==> src/rtl/memsys_pkg.sv <==
// Shared types and defaults for memory_system_mm: region and FSM encodings,
// default base addresses, index-width helper and the built-in ROM image.
package memsys_pkg;

    typedef enum logic [1:0] {
        REG_ROM  = 2'd0,
        REG_RAM  = 2'd1,
        REG_IO   = 2'd2,
        REG_NONE = 2'd3
    } region_t;

    typedef enum logic [1:0] {
        S_IDLE = 2'd0,
        S_WAIT = 2'd1,
        S_RESP = 2'd2
    } state_t;

    localparam logic [31:0] DEF_ROM_BASE = 32'h0040_0000;
    localparam logic [31:0] DEF_RAM_BASE = 32'h1001_0000;
    localparam logic [31:0] DEF_IO_BASE  = 32'hFFFF_0000;

    // Word-index width wide enough for the largest of three regions.
    function automatic int idx_width(int a, int b, int c);
        int m;
        m = a;
        if (b > m) m = b;
        if (c > m) m = c;
        return (m < 2) ? 1 : $clog2(m);
    endfunction

    // Built-in ROM contents: upper half tag, lower half word number.
    function automatic logic [31:0] rom_image(int idx);
        return {16'hC0DE, 16'(idx)};
    endfunction

endpackage

==> src/rtl/memsys_decoder.sv <==
// Combinational address decoder: byte address -> region, word index and
// misalignment flag.
module memsys_decoder
    import memsys_pkg::*;
#(
    parameter int          ROM_DEPTH = 64,
    parameter int          RAM_DEPTH = 64,
    parameter int          IO_REGS   = 4,
    parameter logic [31:0] ROM_BASE  = DEF_ROM_BASE,
    parameter logic [31:0] RAM_BASE  = DEF_RAM_BASE,
    parameter logic [31:0] IO_BASE   = DEF_IO_BASE,
    parameter int          IDX_W     = idx_width(ROM_DEPTH, RAM_DEPTH, IO_REGS)
) (
    input  logic [31:0]      addr,
    output region_t          region,
    output logic [IDX_W-1:0] word_idx,
    output logic             misaligned
);

    localparam logic [31:0] ROM_BYTES = 32'(4 * ROM_DEPTH);
    localparam logic [31:0] RAM_BYTES = 32'(4 * RAM_DEPTH);
    localparam logic [31:0] IO_BYTES  = 32'(4 * IO_REGS);

    logic [31:0] rom_off;
    logic [31:0] ram_off;
    logic [31:0] io_off;
    logic [31:0] sel_off;

    // Unsigned wrap turns "addr below base" into a huge offset, so one
    // compare covers both bounds.
    assign rom_off = addr - ROM_BASE;
    assign ram_off = addr - RAM_BASE;
    assign io_off  = addr - IO_BASE;

    always_comb begin
        region  = REG_NONE;
        sel_off = '0;
        if (rom_off < ROM_BYTES) begin
            region  = REG_ROM;
            sel_off = rom_off;
        end else if (ram_off < RAM_BYTES) begin
            region  = REG_RAM;
            sel_off = ram_off;
        end else if (io_off < IO_BYTES) begin
            region  = REG_IO;
            sel_off = io_off;
        end
    end

    assign word_idx   = sel_off[IDX_W+1:2];
    assign misaligned = |addr[1:0];

    logic unused_off;
    assign unused_off = ^{sel_off[31:IDX_W+2], sel_off[1:0]};

endmodule

==> src/rtl/memory_system_mm.sv <==
// Handshaked data-port slave decoding ROM, RAM and an I/O register bank with
// programmable wait states and byte-lane writes. Fault reporting is enabled
// by defining MEMSYS_FAULT_EN.
module memory_system_mm
    import memsys_pkg::*;
#(
    parameter int          DATA_WIDTH  = 32,
    parameter int          ROM_DEPTH   = 64,
    parameter int          RAM_DEPTH   = 64,
    parameter int          IO_REGS     = 4,
    parameter logic [31:0] ROM_BASE    = DEF_ROM_BASE,
    parameter logic [31:0] RAM_BASE    = DEF_RAM_BASE,
    parameter logic [31:0] IO_BASE     = DEF_IO_BASE,
    parameter int          WAIT_STATES = 1,
    parameter              ROM_FILE    = "program.dat"
) (
    input  logic                    clk,
    input  logic                    reset,
    input  logic                    req_i,
    input  logic                    we_i,
    input  logic [31:0]             addr_i,
    input  logic [DATA_WIDTH-1:0]   wdata_i,
    input  logic [3:0]              be_i,
    output logic                    ready_o,
    output logic [DATA_WIDTH-1:0]   rdata_o,
    output logic                    fault_o,
    output logic [IO_REGS*32-1:0]   io_o
);

    localparam int IDX_W  = idx_width(ROM_DEPTH, RAM_DEPTH, IO_REGS);
    localparam int ROM_AW = idx_width(ROM_DEPTH, 1, 1);
    localparam int RAM_AW = idx_width(RAM_DEPTH, 1, 1);
    localparam logic [3:0] WAIT_LOAD = (WAIT_STATES > 0) ? 4'(WAIT_STATES - 1) : 4'd0;

    state_t                  state_q;
    logic [3:0]              wait_cnt_q;
    logic                    we_q;
    logic [31:0]             addr_q;
    logic [DATA_WIDTH-1:0]   wdata_q;
    logic [3:0]              be_q;
    region_t                 rd_sel_q;
    logic                    fault_q;
    logic [DATA_WIDTH-1:0]   rom_rd_q;
    logic [DATA_WIDTH-1:0]   ram_rd_q;
    logic [DATA_WIDTH-1:0]   io_rd_q;

    logic                    accept;
    logic                    enter_resp;
    logic                    cur_we;
    logic [31:0]             cur_addr;
    logic [DATA_WIDTH-1:0]   cur_wdata;
    logic [3:0]              cur_be;
    region_t                 region;
    logic [IDX_W-1:0]        word_idx;
    logic                    misaligned;
    logic                    fault_c;
    logic                    do_write;
    logic [DATA_WIDTH-1:0]   io_rd_c;
    logic [ROM_AW-1:0]       rom_idx;
    logic [RAM_AW-1:0]       ram_idx;

    logic [DATA_WIDTH-1:0]   rom_mem [ROM_DEPTH];
    logic [DATA_WIDTH-1:0]   ram_mem [RAM_DEPTH];
    logic [DATA_WIDTH-1:0]   io_words [IO_REGS];

    // With zero wait states the commit happens on the acceptance edge, so
    // the live request fields must drive the decode while in IDLE.
    assign accept     = (state_q == S_IDLE) && req_i;
    assign enter_resp = ((state_q == S_WAIT) && (wait_cnt_q == 4'd0)) ||
                        (accept && (WAIT_STATES == 0));
    assign cur_we     = (state_q == S_IDLE) ? we_i    : we_q;
    assign cur_addr   = (state_q == S_IDLE) ? addr_i  : addr_q;
    assign cur_wdata  = (state_q == S_IDLE) ? wdata_i : wdata_q;
    assign cur_be     = (state_q == S_IDLE) ? be_i    : be_q;

    memsys_decoder #(
        .ROM_DEPTH (ROM_DEPTH),
        .RAM_DEPTH (RAM_DEPTH),
        .IO_REGS   (IO_REGS),
        .ROM_BASE  (ROM_BASE),
        .RAM_BASE  (RAM_BASE),
        .IO_BASE   (IO_BASE),
        .IDX_W     (IDX_W)
    ) u_decoder (
        .addr       (cur_addr),
        .region     (region),
        .word_idx   (word_idx),
        .misaligned (misaligned)
    );

`ifdef MEMSYS_FAULT_EN
    assign fault_c = (region == REG_NONE) || misaligned ||
                     (cur_we && (region == REG_ROM));
`else
    logic unused_misaligned;
    assign unused_misaligned = misaligned;
    assign fault_c = 1'b0;
`endif

    assign do_write = enter_resp && cur_we && !fault_c && reset;
    assign rom_idx  = word_idx[ROM_AW-1:0];
    assign ram_idx  = word_idx[RAM_AW-1:0];

    genvar gi;
    generate
        for (gi = 0; gi < ROM_DEPTH; gi++) begin : g_rom
            assign rom_mem[gi] = DATA_WIDTH'(rom_image(gi));
        end

        for (gi = 0; gi < IO_REGS; gi++) begin : g_io
            logic [31:0] io_reg_q;

            always_ff @(posedge clk or negedge reset) begin
                if (!reset) begin
                    io_reg_q <= '0;
                end else if (do_write && (region == REG_IO) &&
                             (word_idx == IDX_W'(gi))) begin
                    for (int b = 0; b < 4; b++) begin
                        if (cur_be[b]) io_reg_q[8*b +: 8] <= cur_wdata[8*b +: 8];
                    end
                end
            end

            assign io_o[32*gi +: 32] = io_reg_q;
            assign io_words[gi]      = io_reg_q;
        end
    endgenerate

    always_comb begin
        io_rd_c = '0;
        for (int i = 0; i < IO_REGS; i++) begin
            if (word_idx == IDX_W'(i)) io_rd_c = io_words[i];
        end
    end

    always_ff @(posedge clk or negedge reset) begin
        if (!reset) begin
            state_q    <= S_IDLE;
            wait_cnt_q <= '0;
            we_q       <= 1'b0;
            addr_q     <= '0;
            wdata_q    <= '0;
            be_q       <= '0;
            rd_sel_q   <= REG_NONE;
            fault_q    <= 1'b0;
            io_rd_q    <= '0;
        end else begin
            case (state_q)
                S_IDLE: begin
                    if (req_i) begin
                        we_q    <= we_i;
                        addr_q  <= addr_i;
                        wdata_q <= wdata_i;
                        be_q    <= be_i;
                        if (WAIT_STATES > 0) begin
                            state_q    <= S_WAIT;
                            wait_cnt_q <= WAIT_LOAD;
                        end else begin
                            state_q <= S_RESP;
                        end
                    end
                end
                S_WAIT: begin
                    if (wait_cnt_q == 4'd0) state_q <= S_RESP;
                    else                    wait_cnt_q <= wait_cnt_q - 4'd1;
                end
                S_RESP:  state_q <= S_IDLE;
                default: state_q <= S_IDLE;
            endcase

            // Writes and faulted accesses leave the read-data select at NONE
            // so rdata_o reads back as zero.
            if (enter_resp) begin
                fault_q  <= fault_c;
                rd_sel_q <= (cur_we || fault_c) ? REG_NONE : region;
                io_rd_q  <= io_rd_c;
            end
        end
    end

    // Memory arrays carry no reset so they map onto block RAM.
    always_ff @(posedge clk) begin
        if (enter_resp && reset) begin
            rom_rd_q <= rom_mem[rom_idx];
            ram_rd_q <= ram_mem[ram_idx];
        end
        if (do_write && (region == REG_RAM)) begin
            for (int b = 0; b < 4; b++) begin
                if (cur_be[b]) ram_mem[ram_idx][8*b +: 8] <= cur_wdata[8*b +: 8];
            end
        end
    end

    always_comb begin
        case (rd_sel_q)
            REG_ROM: rdata_o = rom_rd_q;
            REG_RAM: rdata_o = ram_rd_q;
            REG_IO:  rdata_o = io_rd_q;
            default: rdata_o = '0;
        endcase
    end

    assign ready_o = (state_q == S_RESP);
    assign fault_o = fault_q;

endmodule

==> config.mk <==
export PLATFORM = sky130hd
export DESIGN_NAME = memory_system_mm
export DESIGN_NICKNAME = d
export VERILOG_FILES = /design/src/rtl/memsys_pkg.sv /design/src/rtl/memsys_decoder.sv /design/src/rtl/memory_system_mm.sv
export SDC_FILE = /design/constraint.sdc
export NUM_CORES = 2
export LEC_CHECK = 0
export BUFFER_PORTS_ARGS = -buffer_cell sky130_fd_sc_hd__buf_2
export CORE_UTILIZATION = 48
export CTS_CLUSTER_DIAMETER = 100
export CTS_CLUSTER_SIZE = 14
export DETAILED_ROUTE_END_ITERATION = 6
export SYNTH_ARGS = -nofsm -noshare
export SYNTH_HDL_FRONTEND = slang
export SYNTH_SLANG_ARGS = --single-unit
export TNS_END_PERCENT = 50
==> constraint.sdc <==
create_clock -name clk -period 12 [get_ports clk]
set_input_delay 1.2 -clock clk [delete_from_list [all_inputs] [get_ports clk]]
set_output_delay 1.2 -clock clk [all_outputs]
set_load 0.05 [all_outputs]
==> metrics <==
run status=complete, but fails checks; failing checks=design-rule violations, max-capacitance violations, max-slew violations; slowest cell on the critical path=sky130_fd_sc_hd__nor2_1; synthesized-area fraction occupied by adder cells=0.02704%; Worst Path Class, Setup=flop to flop; leakage power=34.48 nW; maximum net fanout on the critical path=51; Die Ht=roughly 440 um; via count normalized by instance count=6.518; delay of the slowest critical-path stage=0.94 ns; basic-gate share of the synthesized area counting and, or, nand and nor cells=under 10%; initial core utilization=48.51%; Worst R2R Start=state_q[1]; # DRC=4; number of DRC markers in iteration 0=9606; worst slack at placement=4.535 ns; post-synthesis async set-or-reset flop share=10.12%; Arr. time, crit path=8.03 ns; maximum achievable frequency=0.1324 GHz; Yosys Warn Count=0; highest-count cells in the layout ignoring fill and taps=sky130_fd_sc_hd__edfxtp_1, sky130_fd_sc_hd__nand2_1, sky130_fd_sc_hd__a21oi_1; Hold-fix buffers, CTS=0; Yosys reg bits=2321; number of I/O port buffers=230; RSZ-0062 raised after global routing=false; routed vias=63.39k; summed negative setup slack over all endpoints=0 ns; Syn Std Cell Area=92550 um^2; commonest non-fill, non-tap cell in the layout=sky130_fd_sc_hd__edfxtp_1; crit end category=flop; fraction of synthesized cell area in xor and xnor cells=less than 1%; area added between synthesis and finish=10.27%; slew of the pin with the lowest slew margin=1.509 ns; half-perimeter wire length after detailed placement=approximately 200 mm; overall track demand over capacity in global routing=32.93%; post-synthesis instance total=6996; width of the die=441.1 um; setup violators final=0; cell repeated most along the worst path=sky130_fd_sc_hd__buf_4; clock input transition at the sequential cells of the worst setup and hold paths=0.07 ns; synthesized netlist net count=7070; hold crit path type=input port to async pin; core area=approximately 190000 um^2; final period utilization=between 60% and 70%; ANT nets after route=0; total I/O pin count=234; final worst-path setup slack=4.449 ns; worst slew margin relative to its limit=-1.144%; wire length of the first global-routing pass=451.3 mm; critical path, cell by cell=nor2_4 > mux2i_4 > buf_4 > o211ai_1 > a211o_1 > o311ai_4 > buf_4 > buf_4 > nand2_1 > nor2_1 > nand2_1 > nor2_1; Period minus WS final=7.551 ns; layout cells sized above 1=10.13%; number of H-tree branching levels=4; required time at the worst-slack endpoint=12.47 ns; clock latency on the worst-skew pair=0.86 ns; post-cts repair resize count=0; top area cells in the synthesized netlist=sky130_fd_sc_hd__edfxtp_1, sky130_fd_sc_hd__dfrtp_1, sky130_fd_sc_hd__nand2_1, sky130_fd_sc_hd__a21oi_1, sky130_fd_sc_hd__a22oi_1; Final Wtd Congestion=approximately 0.94; Total Routed Length=325.1 mm; TritonCTS clock tree=built; overall die area=194600 um^2; Max Cap Violations=1; power density relative to cell area=224.7 nW/um^2; element type at the critical path start=flop; Max clock buf depth=3; maximum resistive drop on vdd=0.2474 mV; total number of clock tree sinks=2321; main flop type after synthesis=sky130_fd_sc_hd__edfxtp_1; post-synthesis cell type count=80; count of standard-cell rows=160; fraction of the mapped netlist area in compound gates=about an eighth; post-synthesis mux area share=2.201%; FF-to-FF End=ram_mem[51][24]; number of buffers added for setup after CTS=0; cell taking the most area after synthesis=sky130_fd_sc_hd__edfxtp_1; number of antenna violations at the first check in global routing=34; clock buffer count from CTS=183; area share of the largest cell type after synthesis=67.68%; Final Skew=0.03930 ns; number of detailed-routing iterations run before antenna repair=7; vias in the first global route=58.86k; count of flip-flops with a built-in enable after synthesis=2086; residual overflow from global routing=0; slack of the worst reg-to-reg path=4.45 ns; mean cell area of the mapped netlist=13.23 um^2; routed len/inst=33.43 um; CP startpoint=state_q[1]; maximum number of pins on one net before global-route repair=approximately 170; combinational family with the most area after synthesis=compound AO/OA/AOI/OAI gates; share of the yosys chip area belonging to registers=74.04%; overall power=about 0.023 W; Final Hold Fails=0; count of cells along the worst register-to-register path=12; library cell used as clock root buffer=sky130_fd_sc_hd__clkbuf_16; pins over their slew limit=4; number of nets in the finished design=between 7k and 8k
==> registers in the layout, summed over array words and instances (netlist names) <==
name / cells
addr_q: 30
be_q: 4
g_io.io_reg_q: 128
io_rd_q: 32
ram_mem: 2048
ram_rd_q: 32
rd_sel_q: 2
rom_rd_q: 6
state_q: 2
wait_cnt_q: 4
wdata_q: 32
we_q: 1
==> report_power, final <==
part	internal, W	leakage (nW)	total [W]	switching, W
Sequential	0.0103	22.0	0.0104	0.000131
Combinational	0.00141	10.1	0.00691	0.00549
Clock	0.00282	2.42	0.00560	0.00278
Total	0.0145	34.5	0.0229	0.00840
==> area by class of cell <==
class                      count  area (um^2)
antenna                       17        42.54
multi-input combinational   4179        22510
clock inverter                 9        101.3
inverter                      40        150.1
fill                       15790        88730
sequential                  2321        68520
clock buffer                 226         4868
tap                         2511         3142
timing repair buffer         422         2715
==> worst max path at each step <==
stage	end	slack [ns]
6_report	ram_mem[51][24]	4.45
5_1_grt	ram_mem[51][16]	4.38
4_1_cts	ram_mem[51][16]	4.65
3_5_place_dp	ram_mem[35][29]	4.54
3_3_place_gp	ram_mem[35][17]	4.64
2_1_floorplan	ram_mem[21][0]	7.35
==> per-layer routing <==
layer	GRT usage (%)	vias up	share of wire [%]
met5	0	-	0.054
met4	16.50	28	5.6
met3	9.594	825	13
met2	48.56	4330	44
met1	44.56	31810	37
li1	-	26400	-
==> cell families (layout without fill, tap and decap cells) <==
kind of cell | count (synthesis) | in the layout
muxes | 203 | 203
and+or+nand+nor | 2155 | 2155
xor gates and xnor gates | 6 | 6
adders and majority gates | 2 | 2
AOI/OAI and AO/OA | 1812 | 1812
buffers and inverters | 496 | 697
other | 1 | 18
DFF | 2321 | 2321
==> worst max-delay path: cells and delay by family (launching register included) <==
| kind | cells | cell delay (ns) |
|---|---|---|
| flip-flops | 1 | 0.55 |
| buffers and inverters | 3 | 2.02 |
| AND/OR/NAND/NOR | 5 | 3.44 |
| AO/OA/AOI/OAI | 3 | 0.76 |
| multiplexers | 1 | 0.34 |
==> Yosys cell counts (68+ instances only) <==
cell	count
sky130_fd_sc_hd__edfxtp_1	2086
sky130_fd_sc_hd__nand2_1	1393
sky130_fd_sc_hd__a21oi_1	593
sky130_fd_sc_hd__nor2_1	451
sky130_fd_sc_hd__o21ai_0	368
sky130_fd_sc_hd__clkbuf_1	350
sky130_fd_sc_hd__a22oi_1	279
sky130_fd_sc_hd__dfrtp_1	233
sky130_fd_sc_hd__mux2i_1	199
sky130_fd_sc_hd__nand3_1	135
sky130_fd_sc_hd__a211oi_1	71
sky130_fd_sc_hd__a31oi_1	70
sky130_fd_sc_hd__buf_1	68
==> per-stage QoR <==
stage	instances	cell area, um^2	util, %	hold WS, ns
after floorplan	6996	92550	-	0.4450
after global routing	9709	102000	53.47	0.3441
after global placement	9473	97030	50.86	0.4613
final	9725	102100	53.49	0.3115
after CTS	9708	102000	53.47	0.2883
after detailed placement	9473	97030	50.86	0.4610
No activity file was read; power rests on OpenSTA's default activity.
